### src/rtl/clk_div_pkg.sv
// Shared types and helpers for the divided-clock monitor.
// Expected values are derived from the division ratio N.
package clk_div_pkg;

  typedef enum logic [1:0] {
    IDLE   = 2'd0,
    ACQ    = 2'd1,
    MEAS   = 2'd2,
    LOCKED = 2'd3
  } state_t;

  function automatic int exp_period(input int n);
    return 2 * n;
  endfunction

  function automatic int exp_high(input int n);
    return n;
  endfunction

  function automatic logic in_tol(input int val, input int exp, input int tol);
    return (val >= exp - tol) && (val <= exp + tol);
  endfunction

endpackage

### src/rtl/clk_div_halfsmp.sv
// Dual-edge sampler: presents the two half-samples of clk_div taken since the
// previous posedge of clk_in, oldest in bit 0, plus their rising-edge flags.
module clk_div_halfsmp (
  input  logic       clk_in,
  input  logic       rst_n,
  input  logic       clk_div,
  output logic [1:0] smp,
  output logic [1:0] rise
);

  logic neg_smp;
  logic last_smp;

  always_ff @(negedge clk_in) begin
    if (!rst_n) neg_smp <= 1'b0;
    else        neg_smp <= clk_div;
  end

  // last_smp is the newer half-sample of the previous posedge, i.e. the
  // predecessor of neg_smp in the half-sample stream.
  always_ff @(posedge clk_in) begin
    if (!rst_n) last_smp <= 1'b0;
    else        last_smp <= clk_div;
  end

  assign smp  = {clk_div, neg_smp};
  assign rise = {clk_div & ~neg_smp, neg_smp & ~last_smp};

endmodule

### src/rtl/clk_div_monitor.sv
// Built-in self-check for divide-by-N clocks: measures period and high time of
// clk_div in half-cycles of clk_in and reports lock plus sticky error flags.
module clk_div_monitor
  import clk_div_pkg::*;
#(
  parameter int N        = 5,
  parameter int CNT_W    = 8,
  parameter int TOL      = 0,
  parameter int LOCK_CNT = 4,
  parameter int TIMEOUT  = 4 * N
) (
  input  logic             clk_in,
  input  logic             rst_n,
  input  logic             clk_div,
  input  logic             enable,
  input  logic             clr_err,
  output logic [CNT_W-1:0] period_half,
  output logic [CNT_W-1:0] high_half,
  output logic             meas_valid,
  output logic             locked,
  output logic             err_period,
  output logic             err_duty,
  output logic             err_stuck
);

  localparam int               EXP_PERIOD = exp_period(N);
  localparam int               EXP_HIGH   = exp_high(N);
  localparam logic [CNT_W-1:0] CNT_MAX    = '1;
  localparam logic [CNT_W-1:0] TIMEOUT_C  = CNT_W'(TIMEOUT);
  localparam logic [CNT_W-1:0] LOCK_C     = CNT_W'(LOCK_CNT);

  logic [1:0]       smp;
  logic [1:0]       rise;
  state_t           state_q, state_d;
  logic [CNT_W-1:0] per_q, per_d;
  logic [CNT_W-1:0] high_q, high_d;
  logic [CNT_W-1:0] stuck_q, stuck_d;
  logic [CNT_W-1:0] match_q, match_d;
  logic [CNT_W-1:0] period_out_d, high_out_d;
  logic             locked_d, meas_d;
  logic             new_period, new_duty, new_stuck;
  logic             per_ok, high_ok;

  clk_div_halfsmp u_halfsmp (
    .clk_in  (clk_in),
    .rst_n   (rst_n),
    .clk_div (clk_div),
    .smp     (smp),
    .rise    (rise)
  );

  function automatic logic [CNT_W-1:0] sat_inc(input logic [CNT_W-1:0] v);
    return (v == CNT_MAX) ? v : v + 1'b1;
  endfunction

  // Walk the two half-samples of this posedge in time order; a rising edge
  // closes the running measurement and opens the next one.
  always_comb begin
    state_d      = (state_q == IDLE) ? ACQ : state_q;
    per_d        = per_q;
    high_d       = high_q;
    stuck_d      = stuck_q;
    match_d      = match_q;
    period_out_d = period_half;
    high_out_d   = high_half;
    locked_d     = locked;
    meas_d       = 1'b0;
    new_period   = 1'b0;
    new_duty     = 1'b0;
    new_stuck    = 1'b0;
    per_ok       = 1'b0;
    high_ok      = 1'b0;
    for (int i = 0; i < 2; i++) begin
      if (rise[i]) begin
        stuck_d = '0;
        if (state_d == MEAS || state_d == LOCKED) begin
          period_out_d = per_d;
          high_out_d   = high_d;
          meas_d       = 1'b1;
          per_ok       = in_tol(int'(per_d), EXP_PERIOD, TOL);
          high_ok      = in_tol(int'(high_d), EXP_HIGH, TOL);
          if (per_ok && high_ok) begin
            match_d = sat_inc(match_d);
            if (match_d >= LOCK_C) begin
              state_d  = LOCKED;
              locked_d = 1'b1;
            end
          end else begin
            new_period = new_period | ~per_ok;
            new_duty   = new_duty | ~high_ok;
            match_d    = '0;
            state_d    = MEAS;
            locked_d   = 1'b0;
          end
        end else begin
          state_d = MEAS;
        end
        per_d  = {{(CNT_W-1){1'b0}}, 1'b1};
        high_d = {{(CNT_W-1){1'b0}}, 1'b1};
      end else begin
        stuck_d = sat_inc(stuck_d);
        per_d   = sat_inc(per_d);
        if (smp[i]) high_d = sat_inc(high_d);
        if (stuck_d >= TIMEOUT_C) begin
          new_stuck = 1'b1;
          locked_d  = 1'b0;
          state_d   = ACQ;
          per_d     = '0;
          high_d    = '0;
          stuck_d   = '0;
          match_d   = '0;
        end
      end
    end
  end

  // A new error in the same cycle as clr_err wins, so the flag stays set.
  always_ff @(posedge clk_in) begin
    if (!rst_n) begin
      state_q     <= IDLE;
      per_q       <= '0;
      high_q      <= '0;
      stuck_q     <= '0;
      match_q     <= '0;
      period_half <= '0;
      high_half   <= '0;
      meas_valid  <= 1'b0;
      locked      <= 1'b0;
      err_period  <= 1'b0;
      err_duty    <= 1'b0;
      err_stuck   <= 1'b0;
    end else if (!enable) begin
      state_q    <= IDLE;
      per_q      <= '0;
      high_q     <= '0;
      stuck_q    <= '0;
      match_q    <= '0;
      meas_valid <= 1'b0;
      locked     <= 1'b0;
      err_period <= err_period & ~clr_err;
      err_duty   <= err_duty & ~clr_err;
      err_stuck  <= err_stuck & ~clr_err;
    end else begin
      state_q     <= state_d;
      per_q       <= per_d;
      high_q      <= high_d;
      stuck_q     <= stuck_d;
      match_q     <= match_d;
      period_half <= period_out_d;
      high_half   <= high_out_d;
      meas_valid  <= meas_d;
      locked      <= locked_d;
      err_period  <= (err_period & ~clr_err) | new_period;
      err_duty    <= (err_duty & ~clr_err) | new_duty;
      err_stuck   <= (err_stuck & ~clr_err) | new_stuck;
    end
  end

endmodule

### config.mk
export PLATFORM = sky130hd
export DESIGN_NAME = clk_div_monitor
export DESIGN_NICKNAME = d
export VERILOG_FILES = /design/src/rtl/clk_div_pkg.sv /design/src/rtl/clk_div_halfsmp.sv /design/src/rtl/clk_div_monitor.sv
export SDC_FILE = /design/constraint.sdc
export NUM_CORES = 1
export LEC_CHECK = 0
export ABC_AREA = 1
export CORE_AREA = 2 2 100 102
export CTS_BUF_LIST = sky130_fd_sc_hd__clkbuf_4
export DETAILED_ROUTE_END_ITERATION = 7
export DIE_AREA = 0 0 102 104
export HOLD_SLACK_MARGIN = 0.1
export SLEW_MARGIN = 20
export SYNTH_ARGS = -nofsm -noshare
export SYNTH_HDL_FRONTEND = slang
export SYNTH_SLANG_ARGS = --single-unit
### constraint.sdc
create_clock -name clk_in -period 2.55 [get_ports clk_in]
set_input_delay 0.255 -clock clk_in [delete_from_list [all_inputs] [get_ports clk_in]]
set_output_delay 0.255 -clock clk_in [all_outputs]
set_load 0.03 [all_outputs]
== Word-level counts from Yosys, hierarchy flattened ==
Cells that the tools add are included.

* Flip-flop bits (word level): 57
* Input bits: 5
* Word-level logic and storage cells: 159

* Eq/ne operators: 12
* Bitwise logic cells: 19
* Mux-type cells: 81
* Add/sub/neg operators: 8
* Reduce and logical (&&, ||, !) cells: 11
* Order comparisons: 12

{| class="wikitable"
|+ Operators with widths
! kind !! count
|-
| 2-to-1 mux 8 bit || 32
|-
| adder 8 x 1 -> 8 bit, second input constant || 8
|-
| equality test 8 bit, second input constant || 8
|-
| 2-to-1 mux 1 bit || 38
|-
| >= comparator 8 x 3 -> 1 bit, second input constant || 4
|-
| 2-to-1 mux 2 bit || 11
|-
| >= comparator 8 x 4 -> 1 bit, second input constant || 2
|-
| >= comparator 8 x 5 -> 1 bit, second input constant || 2
|-
| <= comparator 8 x 3 -> 1 bit, second input constant || 2
|-
| <= comparator 8 x 4 -> 1 bit, second input constant || 2
|-
| NOT 1 bit || 9
|-
| equality test 2 bit, second input constant || 4
|-
| logical AND 1 bit || 6
|-
| bitwise AND 1 bit || 5
|-
| OR 1 bit || 5
|-
| OR reduction 4 bit || 1
|-
| logical NOT 2 bit || 1
|-
| logical OR 1 bit || 2
|-
| AND reduction 2 bit || 1
|}

== Longest topological paths before layout ==
Gate-level depths: netlist of run 1.

* Word-level depth: 14
* Gate-level depth with buffers: 25

== Modules after synthesis ==
From an unflattened synthesis of run 1, not the netlist that was laid out.

* Cells, all modules: 664
* Area total of the unflattened synthesis: 4224.1 um^2

{| class="wikitable"
|+ By module, submodules not included
! module !! area an instance (um^2) !! seq. area each (um^2) !! cells an instance !! times used
|-
| clk_div_monitor || 4140.2 || 1081.0 || 653 || 1
|-
| clk_div_halfsmp || 83.8 || 40.0 || 11 || 1
|}

==> flow_metrics.py, run 1 <==
metrics = {
    "run_status": {
        "status": "finished with violations",
        "violations": "setup timing",
    },
    "global_routing": {
        "grt_usage_pct": 26.8,
        "grt_pass1_wl_mm": 22.7,
        "overflow": 0,
        "antenna_found_initial": 0,
        "grt_max_degree": 31,
        "grt_pass1_vias": 4792,
    },
    "sta": {
        "hold_viol_final": 0,
        "setup_violations": 51,
        "slew_violations": 0,
        "whs_ps": 412,
        "finalWorstSetupSlack_ps": -911,
        "rsz0062_at_grt": "yes",
        "clock_skew_ps": 62.6,
    },
    "synthesis": {
        "synth_edf_count": 0,
        "yosysWarnings": 0,
        "synth.distinct_cells": 46,
        "ys_top_cells_by_area": "dfxtp_1 27%, nand2_1 17%, nand3_1 6.9%, inv_1 6.0%, nor2_1 6.0%",
        "syn-instance-count": 660,
        "async_flop_share_pct": 0,
        "yosys.area.top_type_share_pct": 26.8,
        "syn_avg_cell_area_sq_um": 6.33,
        "ys_seq_area_share_pct": 26.8,
        "netlist_area_sq_um": 4180,
        "yosysTopAreaCell": "dfxtp_1",
        "yosys_register_bits": 56,
        "synth_ff_type": "dfxtp_1",
    },
    "detailed_routing": {
        "vias": 4989,
        "drt-pass1-iter-count": 7,
        "drt.antenna.violating_nets": 0,
        "drt-initial-drc-count": 235,
        "drc_errors": 0,
        "avgRoutedWirePerCell_um": 15.2,
        "viasPerCell": 5.18,
        "wl_mm": 14.6,
    },
    "placement": {
        "portBuffers": 25,
        "dp_hpwl_mm": 10.2,
        "dp_cells": 929,
        "place.gp.congestion": 0.963,
    },
    "critical_path": {
        "cp_slowest_cell": "dfxtp_4",
        "cp_num_buf_inv": 4,
        "r2r.worst_path.cells": 14,
        "slowest_delay_ps": 380,
        "start_kind": "flip-flop",
        "cp_max_fo": 6,
        "r2r-end": "match_q[0]$_SDFF_PN0_",
        "crit_chain": "inv_4 > nor2_8 > inv_6 > nand3_4 > buf_6 > nor2_4 > ha_4 > o21bai_4 > nand2_2 > nand3_2 > nand2_4 > nand3_4 > buf_8 > o21ai_1",
        "worst_path_most_repeated_cell": "nand3_4",
        "crit_required_ps": 2900,
        "r2r_start": "u_halfsmp.neg_smp$_DFF_N_",
        "cp-end-kind": "flip-flop",
        "crit_type": "reg2reg",
        "arrival_ps": 3820,
        "critPathTopFamily": "simple AND/OR/NAND/NOR gates",
        "r2r_slack_ps": -910,
    },
    "floorplan": {
        "dieArea_sq_um": 10600,
        "core_area_sq_um": 9550,
        "num_io_pins": 26,
        "fp.dieW_um": 102,
        "start_util_pct": 43.8,
        "die_height_um": 104,
        "num_rows": 36,
    },
    "final_layout": {
        "final_cell_mix": "173 x nand2_1, 132 x buf_4, 62 x inv_1, 55 x dfxtp_1, 50 x nor2_1",
        "post-route-util_pct": 66.7,
        "layout-drive-gt1-share_pct": 35.1,
        "num-nets-final": 846,
        "finalNonFillerCells": 964,
        "synthToLayoutAreaGrowth_pct": 52.4,
        "antenna_cells": 0,
        "layout_commonest_cell": "nand2_1",
    },
    "pwr": {
        "clkPwrFrac_pct": 29.2,
        "power_density_nw_per_um2": 289,
        "p_leak_uw": 0.00267,
        "sequentialPowerShare_pct": 49.8,
        "p_sw_uw": 575,
        "sw_frac_of_total_pct": 31.3,
        "comb_power_share_pct": 21.0,
        "p_int_uw": 1260,
        "irDropWorstVdd_uv": 206,
    },
    "clock_network": {
        "insertion_delay_ps": 470,
        "cts_sinks": 56,
        "cts_root_buf": "clkbuf_4",
        "numCtsBuffers": 5,
        "htree_num_levels": 2,
        "postCtsHoldBufs": 0,
        "cts_tree": "yes",
        "cts_buffer_depth": 2,
        "clkTransAtPathRegs_ps": 180,
    },
    "job": {
        "maxCapViolCount": 0,
    },
    "worst_hold_path": {
        "hold_class": "in2reg",
        "holdCritStartpoint": "clk_div",
        "whs_endpoint": "u_halfsmp.last_smp$_DFF_P_",
        "whs_path_depth": 3,
    },
}
stage by stage:
stage               TNS (ps)  setup WS, ps  total power, uW  area (sq um)
floorplan             -27340          -781             1120          4290
global placement      -27730          -746             1240          5530
detailed placement    -29960          -847             1240          5530
CTS                   -31510          -820             1790          5830
global route          -43290         -1030             1910          6370
finish                -38980          -911             1840          6370
metal layers:
layer  GRT usage [%]  vias up  share of wire, %
met5               0        -                 0
met4            9.62        0               2.6
met3            3.63       33               4.5
met2            45.1      129                50
met1            34.6     2330                43
li1                -     2497                 -
worst max path at each step:
stage                                    from               endpoint  slack (ps)  cells after the start
floorplan           u_halfsmp.neg_smp$_DFF_N_  match_q[6]$_SDFF_PN0_        -780                     18
global placement    u_halfsmp.neg_smp$_DFF_N_      locked$_SDFF_PN0_        -750                     19
detailed placement  u_halfsmp.neg_smp$_DFF_N_      locked$_SDFF_PN0_        -850                     16
CTS                 u_halfsmp.neg_smp$_DFF_N_  match_q[6]$_SDFF_PN0_        -820                     18
global route        u_halfsmp.neg_smp$_DFF_N_  match_q[0]$_SDFF_PN0_       -1030                     19
finish              u_halfsmp.neg_smp$_DFF_N_  match_q[0]$_SDFF_PN0_        -910                     14
state kept, by name, summed over array words and instances (netlist names):
name                cells
err_duty                1
err_period              1
err_stuck               1
high_half               8
high_q                  8
locked                  1
match_q                 8
meas_valid              1
per_q                   8
period_half             8
state_q                 1
stuck_q                 8
u_halfsmp.last_smp      1
u_halfsmp.neg_smp       1
power by group through the flow:
stage	logic [uW]	registers (uW)	clock network [uW]
finish	386	916	536
global route	415	919	572
CTS	330	916	541
detailed placement	305	933	4.87
global placement	301	933	4.87
floorplan	163	950	4.87
Yosys cell counts (8+ instances only):
| library cell | n |
|---|---|
| o211ai_1 | 9 |
| a21oi_1 | 45 |
| ha_1 | 11 |
| nand2_1 | 184 |
| xor2_1 | 10 |
| dfxtp_1 | 56 |
| nor2_1 | 67 |
| o21ai_0 | 32 |
| nor2_2 | 8 |
| inv_1 | 67 |
| nand4_1 | 13 |
| nand3_1 | 58 |
area by class of cell:
cell class	count	area, sq um
Timing Repair Buffer	174	1510
Tap cell	133	166
Sequential cell	56	1120
Timing Repair inverter	2	20.0
Fill cell	857	3180
Clock buffer	5	37.5
Inverter	78	315
Multi-Input combinational cell	512	3160
Clock inverter	4	41.3
logic make-up after synthesis:
logic type | after synthesis | synth area share, %
buffers and inverters | 94 | 8.98
other | 1 | 0.0897
AND/OR/NAND/NOR | 365 | 40.4
adder cells (fa/ha/maj) | 11 | 3.29
AO/OA/AOI/OAI | 117 | 17.0
flip-flops | 56 | 26.8
multiplexers | 2 | 0.479
XOR/XNOR | 14 | 2.93
repair_timing:
item / in CTS / in global routing
endpoints found under the hold margin: 0 / 0
pin swaps: 14 / 32
resized for setup: 39 / 88
endpoints found under the setup margin: 51 / 51
setup buffers: 9 / 15
gates cloned: 3 / 2
worst min-delay path, stage by stage:
cell             delay, ps
clkdlybuf4s50_1        420
nand2_1                 70
inv_1                   60
(Power assumes the default switching activity.)
==> run 2, diff against run 1 <==
==> constraint.sdc (replaced) <==
create_clock -name clk_in -period 2.55 [get_ports clk_in]
set_input_delay 0.255 -clock clk_in [delete_from_list [all_inputs] [get_ports clk_in]]
set_output_delay 0.255 -clock clk_in [all_outputs]
set_load 0.02 [all_outputs]
==> flow_metrics.py, run 2 (synthesis gave the netlist of run 1 again) <==
metrics = {
    "pwr": {
        "comb_power_share_pct": 20.7,
        "irDropWorstVdd_uv": 225,
        "sw_frac_of_total_pct": 30.2,
        "p_sw_uw": 548,
        "sequentialPowerShare_pct": 50.4,
        "p_leak_uw": 0.00261,
        "p_int_uw": 1270,
        "power_density_nw_per_um2": 291,
        "clkPwrFrac_pct": 28.9,
    },
    "clock_network": {
        "clkTransAtPathRegs_ps": 160,
        "cts_tree": "yes",
        "cts_buffer_depth": 2,
        "numCtsBuffers": 5,
        "cts_root_buf": "clkbuf_4",
        "cts_sinks": 56,
        "htree_num_levels": 2,
        "insertion_delay_ps": 440,
    },
    "floorplan": {
        "start_util_pct": 43.8,
        "fp.dieW_um": 102,
        "dieArea_sq_um": 10600,
        "core_area_sq_um": 9550,
        "num_io_pins": 26,
        "die_height_um": 104,
        "num_rows": 36,
    },
    "sta": {
        "whs_ps": 428,
        "finalWorstSetupSlack_ps": -870,
        "hold_viol_final": 0,
        "clock_skew_ps": 39.3,
        "slew_violations": 0,
        "setup_violations": 51,
        "rsz0062_at_grt": "yes",
    },
    "job": {
        "maxCapViolCount": 0,
    },
    "run_status": {
        "violations": "setup timing",
        "status": "finished with violations",
    },
    "detailed_routing": {
        "drt.antenna.violating_nets": 0,
        "wl_mm": 14.7,
        "drc_errors": 0,
        "avgRoutedWirePerCell_um": 15.3,
        "viasPerCell": 5.23,
        "drt-initial-drc-count": 238,
        "vias": 5040,
        "drt-pass1-iter-count": 4,
    },
    "placement": {
        "dp_slack_ps": -853,
        "place.gp.congestion": 0.936,
        "postPlaceCellArea_sq_um": 5480,
        "portBuffers": 25,
        "dp_hpwl_mm": 10.5,
    },
    "critical_path": {
        "crit_chain": "inv_4 > nor2_8 > inv_6 > nand3_4 > buf_4 > nor2_2 > ha_2 > o21bai_1 > nand2_1 > nand3_1 > nand2_2 > nand3_4 > buf_6 > a211oi_2",
        "cp_max_fo": 7,
        "arrival_ps": 3770,
        "worst_path_most_repeated_cell": "nand3_4",
        "cp_slowest_cell": "dfxtp_4",
        "cp_num_buf_inv": 4,
        "cp-end-kind": "flip-flop",
        "critPathTopFamily": "simple AND/OR/NAND/NOR gates",
        "slowest_delay_ps": 370,
        "crit_type": "reg2reg",
        "crit_required_ps": 2900,
        "start_kind": "flip-flop",
    },
    "global_routing": {
        "overflow": 0,
        "grt_usage_pct": 28.0,
        "grt_pass1_vias": 4938,
        "grt_max_degree": 28,
        "antenna_found_initial": 0,
        "grt_pass1_wl_mm": 23.5,
    },
    "final_layout": {
        "layout-drive-gt1-share_pct": 32.9,
        "synthToLayoutAreaGrowth_pct": 49.3,
        "num-nets-final": 846,
        "final_cell_mix": "174 x nand2_1, 137 x buf_4, 64 x inv_1, 57 x nor2_1, 55 x dfxtp_1",
        "layout_commonest_cell": "nand2_1",
        "antenna_cells": 0,
        "final_cell_area_sq_um": 6240,
    },
    "worst_hold_path": {
        "hold_class": "in2reg",
    },
}
## run 2: final cells by class
class                   instances  area, sq um
clock buffers                   5         37.5
clock inverters                 4         45.0
fillers                       882         3310
inverters                      78          322
multi-input cells             512         3060
flip-flops and latches         56         1120
well taps                     133          166
repair buffers                175         1460
repair inverters                1         16.3
## run 2: stage by stage
stage	setup TNS [ps]	power (uW)	utilization [%]	std cells
finish	-36710	1820	65.3	964
global route	-43870	1900	65.3	964
floorplan	-27340	1110	-	662
CTS	-30850	1800	63.1	954
global placement	-30200	1230	57.4	924
detailed placement	-31660	1230	57.4	924
## run 2: power groups by stage
| stage | clock network, uW | logic, uW | registers, uW |
|---|---|---|---|
| 2_1_floorplan | 4.87 | 163 | 943 |
| 6_report | 524 | 376 | 916 |
| 3_5_place_dp | 4.87 | 293 | 933 |
| 3_3_place_gp | 4.87 | 290 | 933 |
| 4_1_cts | 539 | 345 | 916 |
| 5_1_grt | 576 | 405 | 920 |
## run 2: final timing paths
path	start	endpoint	slack, ps	cells after the start
setup / recovery	u_halfsmp.neg_smp$_DFF_N_	high_q[6]$_SDFF_PP0_	-870	14
hold / removal	clk_div	u_halfsmp.last_smp$_DFF_P_	430	3
setup reg to reg	u_halfsmp.neg_smp$_DFF_N_	high_q[6]$_SDFF_PP0_	-870	14
hold reg to reg	high_half[7]$_SDFFE_PN0P_	high_half[7]$_SDFFE_PN0P_	490	2
## run 2: per-layer routing
layer | vias to the layer above | share of wire (%) | track usage [%]
met5 | - | 0 | 0
met4 | 0 | 3.9 | 12.5
met3 | 41 | 4.3 | 4.17
met2 | 151 | 50 | 48.0
met1 | 2347 | 42 | 34.2
li1 | 2501 | - | -
## run 2: repair_timing
action                     4_1_cts  5_1_grt
hold buffers                     0        0
setup endpoints to repair       51       51
cloned                           3        0
setup buffers                   19       13
gates resized for setup         69       42
pin swaps                       26       32
## run 2: worst min-delay path: stages
cell,delay [ps]
clkdlybuf4s50_1,420
nand2_1,60
inv_1,60
==> run 3, diff against run 2 <==
--- a/config.mk
+++ b/config.mk
@@ -8,9 +8,11 @@
 export ABC_AREA = 1
 export CORE_AREA = 2 2 100 102
 export CTS_BUF_LIST = sky130_fd_sc_hd__clkbuf_4
+export CTS_CLUSTER_SIZE = 30
 export DETAILED_ROUTE_END_ITERATION = 7
 export DIE_AREA = 0 0 102 104
 export HOLD_SLACK_MARGIN = 0.1
+export RECOVER_POWER = 25
 export SLEW_MARGIN = 20
 export SYNTH_ARGS = -nofsm -noshare
 export SYNTH_HDL_FRONTEND = slang
==> flow_metrics.py, run 3 (synthesis gave the netlist of run 1 again) <==
metrics = {
    "pwr": {
        "finalPower_uw": 1820,
        "p_leak_uw": 0.00262,
        "power_density_nw_per_um2": 291,
        "irDropWorstVdd_uv": 225,
    },
    "critical_path": {
        "slowest_delay_ps": 370,
        "worst_path_most_repeated_cell": "nand3_4",
        "crit_required_ps": 2890,
        "cp_slowest_cell": "dfxtp_4",
        "crit_chain": "inv_4 > nor2_8 > inv_6 > nand3_4 > buf_4 > nor2_2 > ha_2 > o21bai_1 > nand2_1 > nand3_1 > nand2_2 > nand3_4 > buf_6 > a211oi_2",
        "r2r.worst_path.cells": 14,
        "crit_type": "reg2reg",
        "start_kind": "flip-flop",
        "r2r_slack_ps": -870,
        "r2r_start": "u_halfsmp.neg_smp$_DFF_N_",
        "cp-end-kind": "flip-flop",
        "cp_max_fo": 7,
        "arrival_ps": 3770,
        "r2r-end": "high_q[6]$_SDFF_PP0_",
    },
    "placement": {
        "postPlaceCellArea_sq_um": 5480,
        "dp_slack_ps": -853,
        "place.gp.congestion": 0.936,
        "portBuffers": 25,
        "dp_hpwl_mm": 10.5,
    },
    "sta": {
        "whs_ps": 428,
        "hold_viol_final": 0,
        "setup_tns_ps": -36710,
        "finalWorstSetupSlack_ps": -870,
        "rsz0062_at_grt": "yes",
        "setup_violations": 51,
        "slew_violations": 0,
        "clock_skew_ps": 39.3,
    },
    "global_routing": {
        "grt_max_degree": 28,
        "grt_util_met1_pct": 34.2,
        "overflow": 0,
        "grt_usage_pct": 28.0,
        "gr-max-usage-layer": "met2",
        "antenna_found_initial": 0,
        "grt_pass1_vias": 4938,
        "gr-usage-met2_pct": 48.0,
        "met3_usage_pct": 4.17,
        "grt_pass1_wl_mm": 23.5,
    },
    "final_layout": {
        "num-nets-final": 846,
        "final_cell_area_sq_um": 6240,
        "layout-drive-gt1-share_pct": 32.9,
        "antenna_cells": 0,
        "final_cell_mix": "174 x nand2_1, 137 x buf_4, 64 x inv_1, 57 x nor2_1, 55 x dfxtp_1",
        "layout_commonest_cell": "nand2_1",
        "synthToLayoutAreaGrowth_pct": 49.3,
    },
    "detailed_routing": {
        "drc_errors": 0,
        "viasPerCell": 5.21,
        "wl_mm": 14.7,
        "drt-initial-drc-count": 238,
        "avgRoutedWirePerCell_um": 15.3,
        "vias": 5027,
        "drt-pass1-iter-count": 4,
        "drt.antenna.violating_nets": 0,
    },
    "floorplan": {
        "fp.dieW_um": 102,
        "dieArea_sq_um": 10600,
        "num_io_pins": 26,
        "start_util_pct": 43.8,
        "die_height_um": 104,
        "core_area_sq_um": 9550,
        "num_rows": 36,
    },
    "clock_network": {
        "numCtsBuffers": 5,
        "clkTransAtPathRegs_ps": 160,
        "htree_num_levels": 2,
        "cts_root_buf": "clkbuf_4",
        "insertion_delay_ps": 440,
        "cts_sinks": 56,
        "cts_tree": "yes",
        "cts_buffer_depth": 2,
        "postCtsHoldBufs": 0,
    },
    "worst_hold_path": {
        "whs_path_depth": 3,
        "holdCritStartpoint": "clk_div",
        "hold_class": "in2reg",
        "whs_endpoint": "u_halfsmp.last_smp$_DFF_P_",
    },
    "run_status": {
        "status": "finished with violations",
        "violations": "setup timing",
    },
    "job": {
        "maxCapViolCount": 0,
    },
}
## run 3: cell types whose count changed in the layout (fill, tap and decap cells not counted)
| cell | previous run | this run |
|---|---|---|
| clkdlybuf4s50_1 | 25 | 20 |
| dlygate4sd3_1 | 0 | 5 |
## run 3: power by group
group	leakage (uW)	switching (uW)	internal (uW)
clock	0.0000508	316	208
combinational	0.00211	212	163
sequential	0.000455	20.0	896
total	0.00262	548	1270
## run 3: through the flow
step                      utilization [%]  std cells
after detailed placement             57.4        924
after global routing                 65.3        964
after floorplan                         -        662
after CTS                            63.1        954
after global placement               57.4        924
final                                65.3        964
## run 3: worst max path at each step
stage	startpoint	cells after the start	end	slack [ps]
2_1_floorplan	u_halfsmp.neg_smp$_DFF_N_	18	match_q[6]$_SDFF_PN0_	-780
3_3_place_gp	u_halfsmp.neg_smp$_DFF_N_	13	per_q[4]$_SDFF_PP0_	-790
3_5_place_dp	u_halfsmp.neg_smp$_DFF_N_	13	per_q[4]$_SDFF_PP0_	-850
4_1_cts	u_halfsmp.neg_smp$_DFF_N_	13	high_q[6]$_SDFF_PP0_	-740
5_1_grt	u_halfsmp.neg_smp$_DFF_N_	14	match_q[4]$_SDFF_PN0_	-1010
6_report	u_halfsmp.neg_smp$_DFF_N_	14	high_q[6]$_SDFF_PP0_	-870
## run 3: repair_timing
action	in CTS	in global routing
setup buffers	19	13
pin swaps	26	32
resized for setup	69	42
setup endpoints to repair	51	51
cloned	3	0
hold endpoints to repair	0	0
## run 3: layout make-up
cell class              count  area [sq um]
fillers                   882          3310
multi-input cells         512          3060
repair buffers            175          1460
flip-flops and latches     56          1120
inverters                  78           322
well taps                 133           166
clock inverters             4          45.0
clock buffers               5          37.5
repair inverters            1          16.3
## run 3: critical path, delay by kind of cell, from the launching register on
family | cells | cell delay [ps]
AOI/OAI and AO/OA | 2 | 310
and+or+nand+nor | 7 | 700
adders and majority gates | 1 | 180
buffers and inverters | 4 | 460
DFF | 1 | 370
## run 3: metal layers
layer  routed length, um  vias up
li1                    -     2501
met1                6170     2344
met2                7350      141
met3                 624       41
met4                 568        0
met5                   0        -
